`config.mk`:
```
export PLATFORM = sky130hd
export DESIGN_NAME = wasm_frame_ctrl_flat
export DESIGN_NICKNAME = d
export VERILOG_FILES = /design/src/rtl/wasm_pkg.sv /design/src/rtl/wasm_frame_ctrl_if.sv /design/src/rtl/wasm_frame_ctrl.sv /design/src/flat_wrapper.sv
export SDC_FILE = /design/constraint.sdc
export NUM_CORES = 1
export LEC_CHECK = 0
export BUFFER_PORTS_ARGS = -buffer_cell sky130_fd_sc_hd__buf_4
export CAP_MARGIN = 25
export CORE_AREA = 2 2 151 153
export CTS_BUF_LIST = sky130_fd_sc_hd__clkbuf_8
export CTS_CLUSTER_SIZE = 24
export DETAILED_ROUTE_END_ITERATION = 12
export DIE_AREA = 0 0 153 155
export HOLD_SLACK_MARGIN = 0.12
export PLACE_DENSITY = 0.68
export SLEW_MARGIN = 5
export SYNTH_ARGS = -nofsm -noshare
export SYNTH_HDL_FRONTEND = slang
export SYNTH_SLANG_ARGS = --single-unit
```
`constraint.sdc`:
```
create_clock -name clk -period 8.25 [get_ports clk]
set_input_delay 0.4125 -clock clk [delete_from_list [all_inputs] [get_ports clk]]
set_output_delay 0.4125 -clock clk [all_outputs]
set_load 0.01 [all_outputs]
```
`src/rtl/wasm_pkg.sv`:
```
// Shared types for the call/return frame sequencer.
// Holds the frame layout pushed to the call stack, the trap codes, and the FSM state encoding.
package wasm_pkg;

  localparam int unsigned FRAME_ADDR_W = 16;
  localparam int unsigned FRAME_CNT_W  = 8;

  typedef enum logic [1:0] {
    TRAP_NONE                 = 2'd0,
    TRAP_CALL_STACK_EXHAUSTED = 2'd1,
    TRAP_STACK_UNDERFLOW      = 2'd2
  } trap_t;

  typedef struct packed {
    logic [31:0]             return_pc;
    logic [FRAME_ADDR_W-1:0] locals_base;
    logic [FRAME_ADDR_W-1:0] stack_height;
  } frame_entry_t;

  typedef enum logic [1:0] {
    StIdle,
    StCallZero,
    StRetCopy,
    StDone
  } frame_state_t;

  // Callee frame: locals start at the first parameter, and the caller's height is the same point.
  function automatic frame_entry_t make_frame(input logic [31:0]             ret_pc,
                                              input logic [FRAME_ADDR_W-1:0] base);
    frame_entry_t f;
    f.return_pc    = ret_pc;
    f.locals_base  = base;
    f.stack_height = base;
    return f;
  endfunction

endpackage

```
`src/rtl/wasm_frame_ctrl_if.sv`:
```
// Bundle between the control unit / call stack / operand memory and the frame sequencer.
// The master modport is the sequencer; the slave modport is everything around it.
interface wasm_frame_ctrl_if #(
  parameter int unsigned ADDR_W = wasm_pkg::FRAME_ADDR_W,
  parameter int unsigned CNT_W  = wasm_pkg::FRAME_CNT_W
) ();
  import wasm_pkg::*;

  // Control unit side
  logic              call_req;
  logic              ret_req;
  logic [31:0]       target_pc;
  logic [31:0]       return_pc;
  logic [CNT_W-1:0]  param_count;
  logic [CNT_W-1:0]  local_count;
  logic [CNT_W-1:0]  result_count;
  logic [ADDR_W-1:0] osp_in;
  logic              busy;
  logic              done;
  logic              halt;
  trap_t             trap;
  logic [31:0]       new_pc;
  logic              osp_wr_en;
  logic [ADDR_W-1:0] osp_out;

  // Operand stack memory (combinational read)
  logic              os_wr_en;
  logic [ADDR_W-1:0] os_wr_addr;
  logic [31:0]       os_wr_data;
  logic [ADDR_W-1:0] os_rd_addr;
  logic [31:0]       os_rd_data;

  // Call stack
  logic              cs_push_en;
  frame_entry_t      cs_push_data;
  logic              cs_pop_en;
  frame_entry_t      cs_top;
  logic              cs_empty;
  logic              cs_full;

  modport master (
    input  call_req, ret_req, target_pc, return_pc, param_count, local_count, result_count,
    input  osp_in, os_rd_data, cs_top, cs_empty, cs_full,
    output busy, done, halt, trap, new_pc, osp_wr_en, osp_out,
    output os_wr_en, os_wr_addr, os_wr_data, os_rd_addr,
    output cs_push_en, cs_push_data, cs_pop_en
  );

  modport slave (
    output call_req, ret_req, target_pc, return_pc, param_count, local_count, result_count,
    output osp_in, os_rd_data, cs_top, cs_empty, cs_full,
    input  busy, done, halt, trap, new_pc, osp_wr_en, osp_out,
    input  os_wr_en, os_wr_addr, os_wr_data, os_rd_addr,
    input  cs_push_en, cs_push_data, cs_pop_en
  );

endinterface

```
`src/rtl/wasm_frame_ctrl.sv`:
```
// Call/return sequencer: pushes/pops call-stack frames, zero-fills callee locals on call and
// copies results down to the caller's stack height on return. ADDR_W must match the package.
module wasm_frame_ctrl #(
  parameter int unsigned ADDR_W = wasm_pkg::FRAME_ADDR_W,
  parameter int unsigned CNT_W  = wasm_pkg::FRAME_CNT_W
) (
  input logic               clk,
  input logic               rst_n,
  wasm_frame_ctrl_if.master bus
);
  import wasm_pkg::*;

  frame_state_t      state_q, state_d;
  logic [CNT_W-1:0]  cnt_q, cnt_d;
  logic [CNT_W-1:0]  n_q, n_d;
  // Zero-fill base on call, copy destination on return; osp_out is always base_q + n_q.
  logic [ADDR_W-1:0] base_q, base_d;
  logic [ADDR_W-1:0] src_q, src_d;
  logic [31:0]       pc_q, pc_d;
  trap_t             trap_q, trap_d;
  logic              halt_q, halt_d;

  logic [ADDR_W-1:0] frame_base;
  logic [ADDR_W-1:0] ret_avail;
  logic              last_word;

  assign frame_base = bus.osp_in - ADDR_W'(bus.param_count);
  assign ret_avail  = bus.osp_in - bus.cs_top.stack_height;
  assign last_word  = (cnt_q == n_q - CNT_W'(1));

  always_ff @(posedge clk or negedge rst_n) begin
    if (!rst_n) begin
      state_q <= StIdle;
      cnt_q   <= '0;
      n_q     <= '0;
      base_q  <= '0;
      src_q   <= '0;
      pc_q    <= '0;
      trap_q  <= TRAP_NONE;
      halt_q  <= 1'b0;
    end else begin
      state_q <= state_d;
      cnt_q   <= cnt_d;
      n_q     <= n_d;
      base_q  <= base_d;
      src_q   <= src_d;
      pc_q    <= pc_d;
      trap_q  <= trap_d;
      halt_q  <= halt_d;
    end
  end

  always_comb begin
    state_d = state_q;
    cnt_d   = cnt_q;
    n_d     = n_q;
    base_d  = base_q;
    src_d   = src_q;
    pc_d    = pc_q;
    trap_d  = trap_q;
    halt_d  = halt_q;

    bus.busy         = (state_q != StIdle);
    bus.done         = 1'b0;
    bus.halt         = 1'b0;
    bus.trap         = TRAP_NONE;
    bus.new_pc       = '0;
    bus.osp_wr_en    = 1'b0;
    bus.osp_out      = '0;
    bus.os_wr_en     = 1'b0;
    bus.os_wr_addr   = '0;
    bus.os_wr_data   = '0;
    bus.os_rd_addr   = '0;
    bus.cs_push_en   = 1'b0;
    bus.cs_push_data = '0;
    bus.cs_pop_en    = 1'b0;

    unique case (state_q)
      StIdle: begin
        cnt_d  = '0;
        trap_d = TRAP_NONE;
        halt_d = 1'b0;
        if (bus.call_req) begin
          pc_d   = bus.target_pc;
          base_d = bus.osp_in;
          if (ADDR_W'(bus.param_count) > bus.osp_in) begin
            trap_d  = TRAP_STACK_UNDERFLOW;
            n_d     = '0;
            state_d = StDone;
          end else if (bus.cs_full) begin
            trap_d  = TRAP_CALL_STACK_EXHAUSTED;
            n_d     = '0;
            state_d = StDone;
          end else begin
            bus.cs_push_en   = 1'b1;
            bus.cs_push_data = make_frame(bus.return_pc, frame_base);
            n_d              = bus.local_count;
            state_d          = (bus.local_count == '0) ? StDone : StCallZero;
          end
        end else if (bus.ret_req) begin
          if (bus.cs_empty) begin
            // Returning from the outermost frame: leave the stack height untouched.
            halt_d  = 1'b1;
            pc_d    = '0;
            base_d  = bus.osp_in;
            n_d     = '0;
            state_d = StDone;
          end else begin
            bus.cs_pop_en = 1'b1;
            pc_d          = bus.cs_top.return_pc;
            base_d        = bus.cs_top.stack_height;
            src_d         = bus.osp_in - ADDR_W'(bus.result_count);
            if (ADDR_W'(bus.result_count) > ret_avail) begin
              trap_d  = TRAP_STACK_UNDERFLOW;
              n_d     = '0;
              state_d = StDone;
            end else begin
              n_d     = bus.result_count;
              state_d = (bus.result_count == '0) ? StDone : StRetCopy;
            end
          end
        end
      end

      StCallZero: begin
        bus.os_wr_en   = 1'b1;
        bus.os_wr_addr = base_q + ADDR_W'(cnt_q);
        bus.os_wr_data = '0;
        cnt_d          = cnt_q + CNT_W'(1);
        if (last_word) begin
          state_d = StDone;
        end
      end

      StRetCopy: begin
        // Ascending copy is safe for overlapping ranges since destination never exceeds source.
        bus.os_rd_addr = src_q + ADDR_W'(cnt_q);
        bus.os_wr_en   = 1'b1;
        bus.os_wr_addr = base_q + ADDR_W'(cnt_q);
        bus.os_wr_data = bus.os_rd_data;
        cnt_d          = cnt_q + CNT_W'(1);
        if (last_word) begin
          state_d = StDone;
        end
      end

      StDone: begin
        bus.done      = 1'b1;
        bus.halt      = halt_q;
        bus.trap      = trap_q;
        bus.new_pc    = pc_q;
        bus.osp_out   = base_q + ADDR_W'(n_q);
        bus.osp_wr_en = (trap_q == TRAP_NONE);
        state_d       = StIdle;
      end

      default: begin
        state_d = StIdle;
      end
    endcase
  end

endmodule

```
`src/flat_wrapper.sv`:
```
// flat-port wrapper written by rule: the top's interface ports become plain ports
module wasm_frame_ctrl_flat import wasm_pkg::*;
#(
  parameter int unsigned ADDR_W = wasm_pkg::FRAME_ADDR_W,
  parameter int unsigned CNT_W  = wasm_pkg::FRAME_CNT_W
)
  (clk, rst_n, bus_call_req, bus_ret_req, bus_target_pc, bus_return_pc, bus_param_count, bus_local_count, bus_result_count, bus_osp_in, bus_os_rd_data, bus_cs_top, bus_cs_empty, bus_cs_full, bus_busy, bus_done, bus_halt, bus_trap, bus_new_pc, bus_osp_wr_en, bus_osp_out, bus_os_wr_en, bus_os_wr_addr, bus_os_wr_data, bus_os_rd_addr, bus_cs_push_en, bus_cs_push_data, bus_cs_pop_en);
  wasm_frame_ctrl_if #(.ADDR_W(ADDR_W), .CNT_W(CNT_W)) bus_i ();
  input logic clk;
  input logic rst_n;
  input wire logic [$bits(bus_i.call_req)-1:0] bus_call_req;
  input wire logic [$bits(bus_i.ret_req)-1:0] bus_ret_req;
  input wire logic [$bits(bus_i.target_pc)-1:0] bus_target_pc;
  input wire logic [$bits(bus_i.return_pc)-1:0] bus_return_pc;
  input wire logic [$bits(bus_i.param_count)-1:0] bus_param_count;
  input wire logic [$bits(bus_i.local_count)-1:0] bus_local_count;
  input wire logic [$bits(bus_i.result_count)-1:0] bus_result_count;
  input wire logic [$bits(bus_i.osp_in)-1:0] bus_osp_in;
  input wire logic [$bits(bus_i.os_rd_data)-1:0] bus_os_rd_data;
  input wire logic [$bits(bus_i.cs_top)-1:0] bus_cs_top;
  input wire logic [$bits(bus_i.cs_empty)-1:0] bus_cs_empty;
  input wire logic [$bits(bus_i.cs_full)-1:0] bus_cs_full;
  output wire logic [$bits(bus_i.busy)-1:0] bus_busy;
  output wire logic [$bits(bus_i.done)-1:0] bus_done;
  output wire logic [$bits(bus_i.halt)-1:0] bus_halt;
  output wire logic [$bits(bus_i.trap)-1:0] bus_trap;
  output wire logic [$bits(bus_i.new_pc)-1:0] bus_new_pc;
  output wire logic [$bits(bus_i.osp_wr_en)-1:0] bus_osp_wr_en;
  output wire logic [$bits(bus_i.osp_out)-1:0] bus_osp_out;
  output wire logic [$bits(bus_i.os_wr_en)-1:0] bus_os_wr_en;
  output wire logic [$bits(bus_i.os_wr_addr)-1:0] bus_os_wr_addr;
  output wire logic [$bits(bus_i.os_wr_data)-1:0] bus_os_wr_data;
  output wire logic [$bits(bus_i.os_rd_addr)-1:0] bus_os_rd_addr;
  output wire logic [$bits(bus_i.cs_push_en)-1:0] bus_cs_push_en;
  output wire logic [$bits(bus_i.cs_push_data)-1:0] bus_cs_push_data;
  output wire logic [$bits(bus_i.cs_pop_en)-1:0] bus_cs_pop_en;
  assign bus_i.call_req = bus_call_req;
  assign bus_i.ret_req = bus_ret_req;
  assign bus_i.target_pc = bus_target_pc;
  assign bus_i.return_pc = bus_return_pc;
  assign bus_i.param_count = bus_param_count;
  assign bus_i.local_count = bus_local_count;
  assign bus_i.result_count = bus_result_count;
  assign bus_i.osp_in = bus_osp_in;
  assign bus_i.os_rd_data = bus_os_rd_data;
  assign bus_i.cs_top = bus_cs_top;
  assign bus_i.cs_empty = bus_cs_empty;
  assign bus_i.cs_full = bus_cs_full;
  assign bus_busy = bus_i.busy;
  assign bus_done = bus_i.done;
  assign bus_halt = bus_i.halt;
  assign bus_trap = bus_i.trap;
  assign bus_new_pc = bus_i.new_pc;
  assign bus_osp_wr_en = bus_i.osp_wr_en;
  assign bus_osp_out = bus_i.osp_out;
  assign bus_os_wr_en = bus_i.os_wr_en;
  assign bus_os_wr_addr = bus_i.os_wr_addr;
  assign bus_os_wr_data = bus_i.os_wr_data;
  assign bus_os_rd_addr = bus_i.os_rd_addr;
  assign bus_cs_push_en = bus_i.cs_push_en;
  assign bus_cs_push_data = bus_i.cs_push_data;
  assign bus_cs_pop_en = bus_i.cs_pop_en;
  wasm_frame_ctrl #(.ADDR_W(ADDR_W), .CNT_W(CNT_W)) u_core (.clk(clk), .rst_n(rst_n), .bus(bus_i));
endmodule
```
==> parameters.txt <==
Parameter                              Value

STA
  Max Freq ... 0.265 GHz
  Hold Fails Final Rpt ... 0
  Worst Max-Slew Pin Slew ... 0.920 ns
  Fin crit period ... 3.78 ns
  Final Max Slew Viols ... 0
  RSZ-0062 raised after global routing ... false
  Setup Skew ... 0.00841 ns
  Remaining max-slew budget at the tightest pin ... 38.4%
  Period utilization ... 45.8%
  Number of setup violations in the final report ... 0
  Sum of negative setup slack ... 0 ns

Synthesis
  Warning count from the yosys run ... 0
  Most common flop cell mapped by yosys ... dfrtp_1
  Post-synthesis sequential element count ... 85
  Syn avg cell area ... 7.94 um^2
  Combined area of all synthesized cells ... 8550 um^2
  Post-synth EDFFs ... 0
  Proportion of synthesized chip area in sequential cells ... 24.9%
  Most used standard cell by instance count after synthesis ... nand2_1
  Area leader, netlist ... dfrtp_1
  Most frequent cells after synthesis ... nand2_1 (119), and2_1 (105), o21ai_0 (99)
  Portion of synthesized cell area occupied by the leading cell type ... 24.9%
  Proportion of register bits with asynchronous set or reset after synthesis ... 100%
  Number of instances in the synthesized netlist ... 1077
  Library cells used by synthesis ... 64
  Synth top area cells ... dfrtp_1 (25%), ha_1 (10%), and2_1 (7.7%)
  Synthesized netlist net count ... 1359

Setup path
  Largest fanout on the critical path ... 16
  Type of origin of the critical path ... input pin
  CP Class ... input pin to output port
  Origin of the critical flop-to-flop path ... u_core.state_q[0]$_DFFE_PN0P_
  Worst flop-to-flop path endpoint ... u_core.n_q[7]$_DFFE_PN0P_
  Endpoint class of the critical path ... output port
  Required time of the worst setup path ... 7.84 ns
  Worst Path Arrival ... 3.37 ns
  Number of cells traversed by the worst register-to-register path ... 6
  Flop-to-flop setup slack ... 5.72 ns

Power
  Final Power ... 2.91 mW
  Cell Pwr Density ... 250 nW/um^2
  Worst ir drop on vdd ... 0.000149 V
  Leakage power figure ... 5.90 nW

Floorplanning
  Overall die height ... 155 um
  Die area ... 23700 um^2
  Placeable core region ... 22200 um^2
  X dimension of the die ... 153 um
  Initial standard-cell utilization of the core ... 38.5%
  Total I/O pin count ... 391
  Core Rows ... 55

Routing
  DR pass1 iterations ... 4
  Wirelength, routed ... 27900 um
  Via count ... 8635
  Residual antenna-violating net count after detailed routing ... 0
  Final routed wire length divided by cell count ... 16.5 um
  Metal3 WL ... 1690 um
  Length of routed wiring on met1 ... 11800 um
  Number of DRC violations after detailed routing ... 0
  Vias per inst ... 5.10
  Topmost layer with routed signal wires ... met4
  Detailed-routed wire length on met2 ... 13900 um
  First-iteration detailed-routing DRC count ... 498

Clocking
  Clk slew on worst S/H paths ... 0.09 ns
  Root Driver ... clkbuf_8
  Number of clock buffers inserted by TritonCTS ... 9
  H-tree lvl count ... 3
  Sink count of the clock tree ... 85
  TritonCTS clock tree ... done
  Insertion delay of the later-clocked pin in the worst-skew pair ... 0.38 ns
  Number of post-CTS setup repair buffers ... 0
  Maximum root-to-sink buffer count ... 2

Cells and area
  Nets ... 1685
  Layout overhead on the synthesized area ... 36.4%
  Final design area excluding fillers ... 11700 um^2
  Fraction of final layout cells with drive strength greater than 1 ... 31.4%
  ANT cells ... 0

Worst hold path
  Cell count of the worst hold path ... 3
  Launch point of the worst hold path ... bus_cs_full
  Class of the tightest hold or removal check ... input pin to register
  Worst Hold End ... u_core.trap_q[0]$_DFFE_PN0P_

GRT
  Via count of the first global-routing pass ... 7976
  Pin count of the biggest net entering global routing ... 91
  Congestion Overflow GR ... 0
  GRT Resource Usage Total ... 22.6%
  Wire length of the first global-routing pass ... 43100 um
  Number of antenna violations at the first check in global routing ... 0

Flow run
  # Max-Cap Violations ... 0

Placement
  Routability cong. ... 0.955
  Placed cell areas ... 11400 um^2
  Detailed-placement wirelength estimate ... 22800 um
  Count of buffers from port buffering ... 374

Outcome
  Run status ... finished clean
## routing by layer
metal / up-vias / GRT usage (%)
met5: - / 0
met4: 0 / 5.60
met3: 28 / 4.18
met2: 282 / 39.7
met1: 3995 / 28.9
li1: 4330 / -
## worst max-delay path, stage by stage
cell     delay, ns
buf_4         0.10
inv_1         0.11
ha_1          0.23
inv_1         0.07
fa_1          0.20
a21o_1        0.13
a21oi_1       0.08
o21ai_0       0.17
a21oi_1       0.13
o21a_1        0.32
a21bo_4       0.28
nor2_8        0.19
nand2_8       0.13
nor3_1        0.56
buf_4         0.23
## state kept, by name, indices dropped and copies added, names as in the netlist
signal,cells
u_core.pc_q,32
u_core.n_q,8
u_core.base_q,16
u_core.src_q,16
u_core.trap_q,2
u_core.halt_q,1
u_core.state_q,2
u_core.cnt_q,8
## per-stage QoR
| step | worst slack, ns | std cells | utilization [%] | hold WS, ns |
|---|---|---|---|---|
| floorplan | 5.10 | 1077 | - | 0.117 |
| global placement | 4.48 | 1675 | 51.4 | 0.431 |
| detailed placement | 4.42 | 1676 | 51.5 | 0.436 |
| CTS | 4.45 | 1693 | 52.5 | 0.282 |
| global route | 4.23 | 1693 | 52.5 | 0.310 |
| finish | 4.47 | 1693 | 52.5 | 0.304 |
## cells by family (layout without fill, tap and decap cells)
group	after synthesis	in the layout	synth area share, %
multiplexers	23	23	2.72
buffers and inverters	135	466	7.16
AO/OA/AOI/OAI	254	254	18.9
adder cells (fa/ha/maj)	76	76	11.6
XOR/XNOR	73	73	7.48
flip-flops	85	85	24.9
AND/OR/NAND/NOR	431	431	27.2
## timing repair
action	in CTS	in global routing
setup endpoints to repair	0	0
resized for setup	0	0
hold buffers	1	0
hold endpoints to repair	39	0
## placed cells by master, fill, tap and decap left out, types with 8 or more instances in the layout
cell,n
a21boi_0,11
a21o_1,14
a21oi_1,42
a22oi_1,32
and2_1,105
and2_4,22
buf_4,379
clkbuf_8,11
dfrtp_1,85
ha_1,70
inv_1,67
mux2i_1,21
nand2_1,119
nand2b_1,8
nand3_1,37
nand3b_1,8
nor2_1,54
nor3_1,27
o211ai_2,9
o21ai_0,98
o21bai_1,12
or3_1,10
xnor2_1,38
xor2_1,35
## report_power, final
group	internal [mW]	switching (mW)	total (mW)
logic	0.839	0.948	1.79
clock network	0.160	0.171	0.332
registers	0.592	0.203	0.796
## worst max-delay path by stage
| stage | start | end | slack, ns | cells past startpoint |
|---|---|---|---|---|
| 2_1_floorplan | bus_cs_top[3] | u_core.n_q[0]$_DFFE_PN0P_ | 5.10 | 18 |
| 3_3_place_gp | bus_osp_in[0] | bus_cs_push_data[1] | 4.48 | 16 |
| 3_5_place_dp | bus_cs_top[1] | u_core.n_q[2]$_DFFE_PN0P_ | 4.42 | 18 |
| 4_1_cts | bus_osp_in[0] | bus_cs_push_data[17] | 4.45 | 16 |
| 5_1_grt | u_core.cnt_q[0]$_DFFE_PN0P_ | bus_os_rd_addr[10] | 4.23 | 11 |
| 6_report | bus_osp_in[0] | bus_cs_push_data[5] | 4.47 | 15 |
## layout make-up
type | count | area (um^2)
clock buffer | 11 | 151
clock inverter | 5 | 65.1
fill | 2166 | 10600
inverter | 69 | 264
multi-input combinational | 857 | 5830
sequential | 85 | 2130
tap | 285 | 357
timing repair buffer | 381 | 2870
Power figures use the tool's default switching activity.
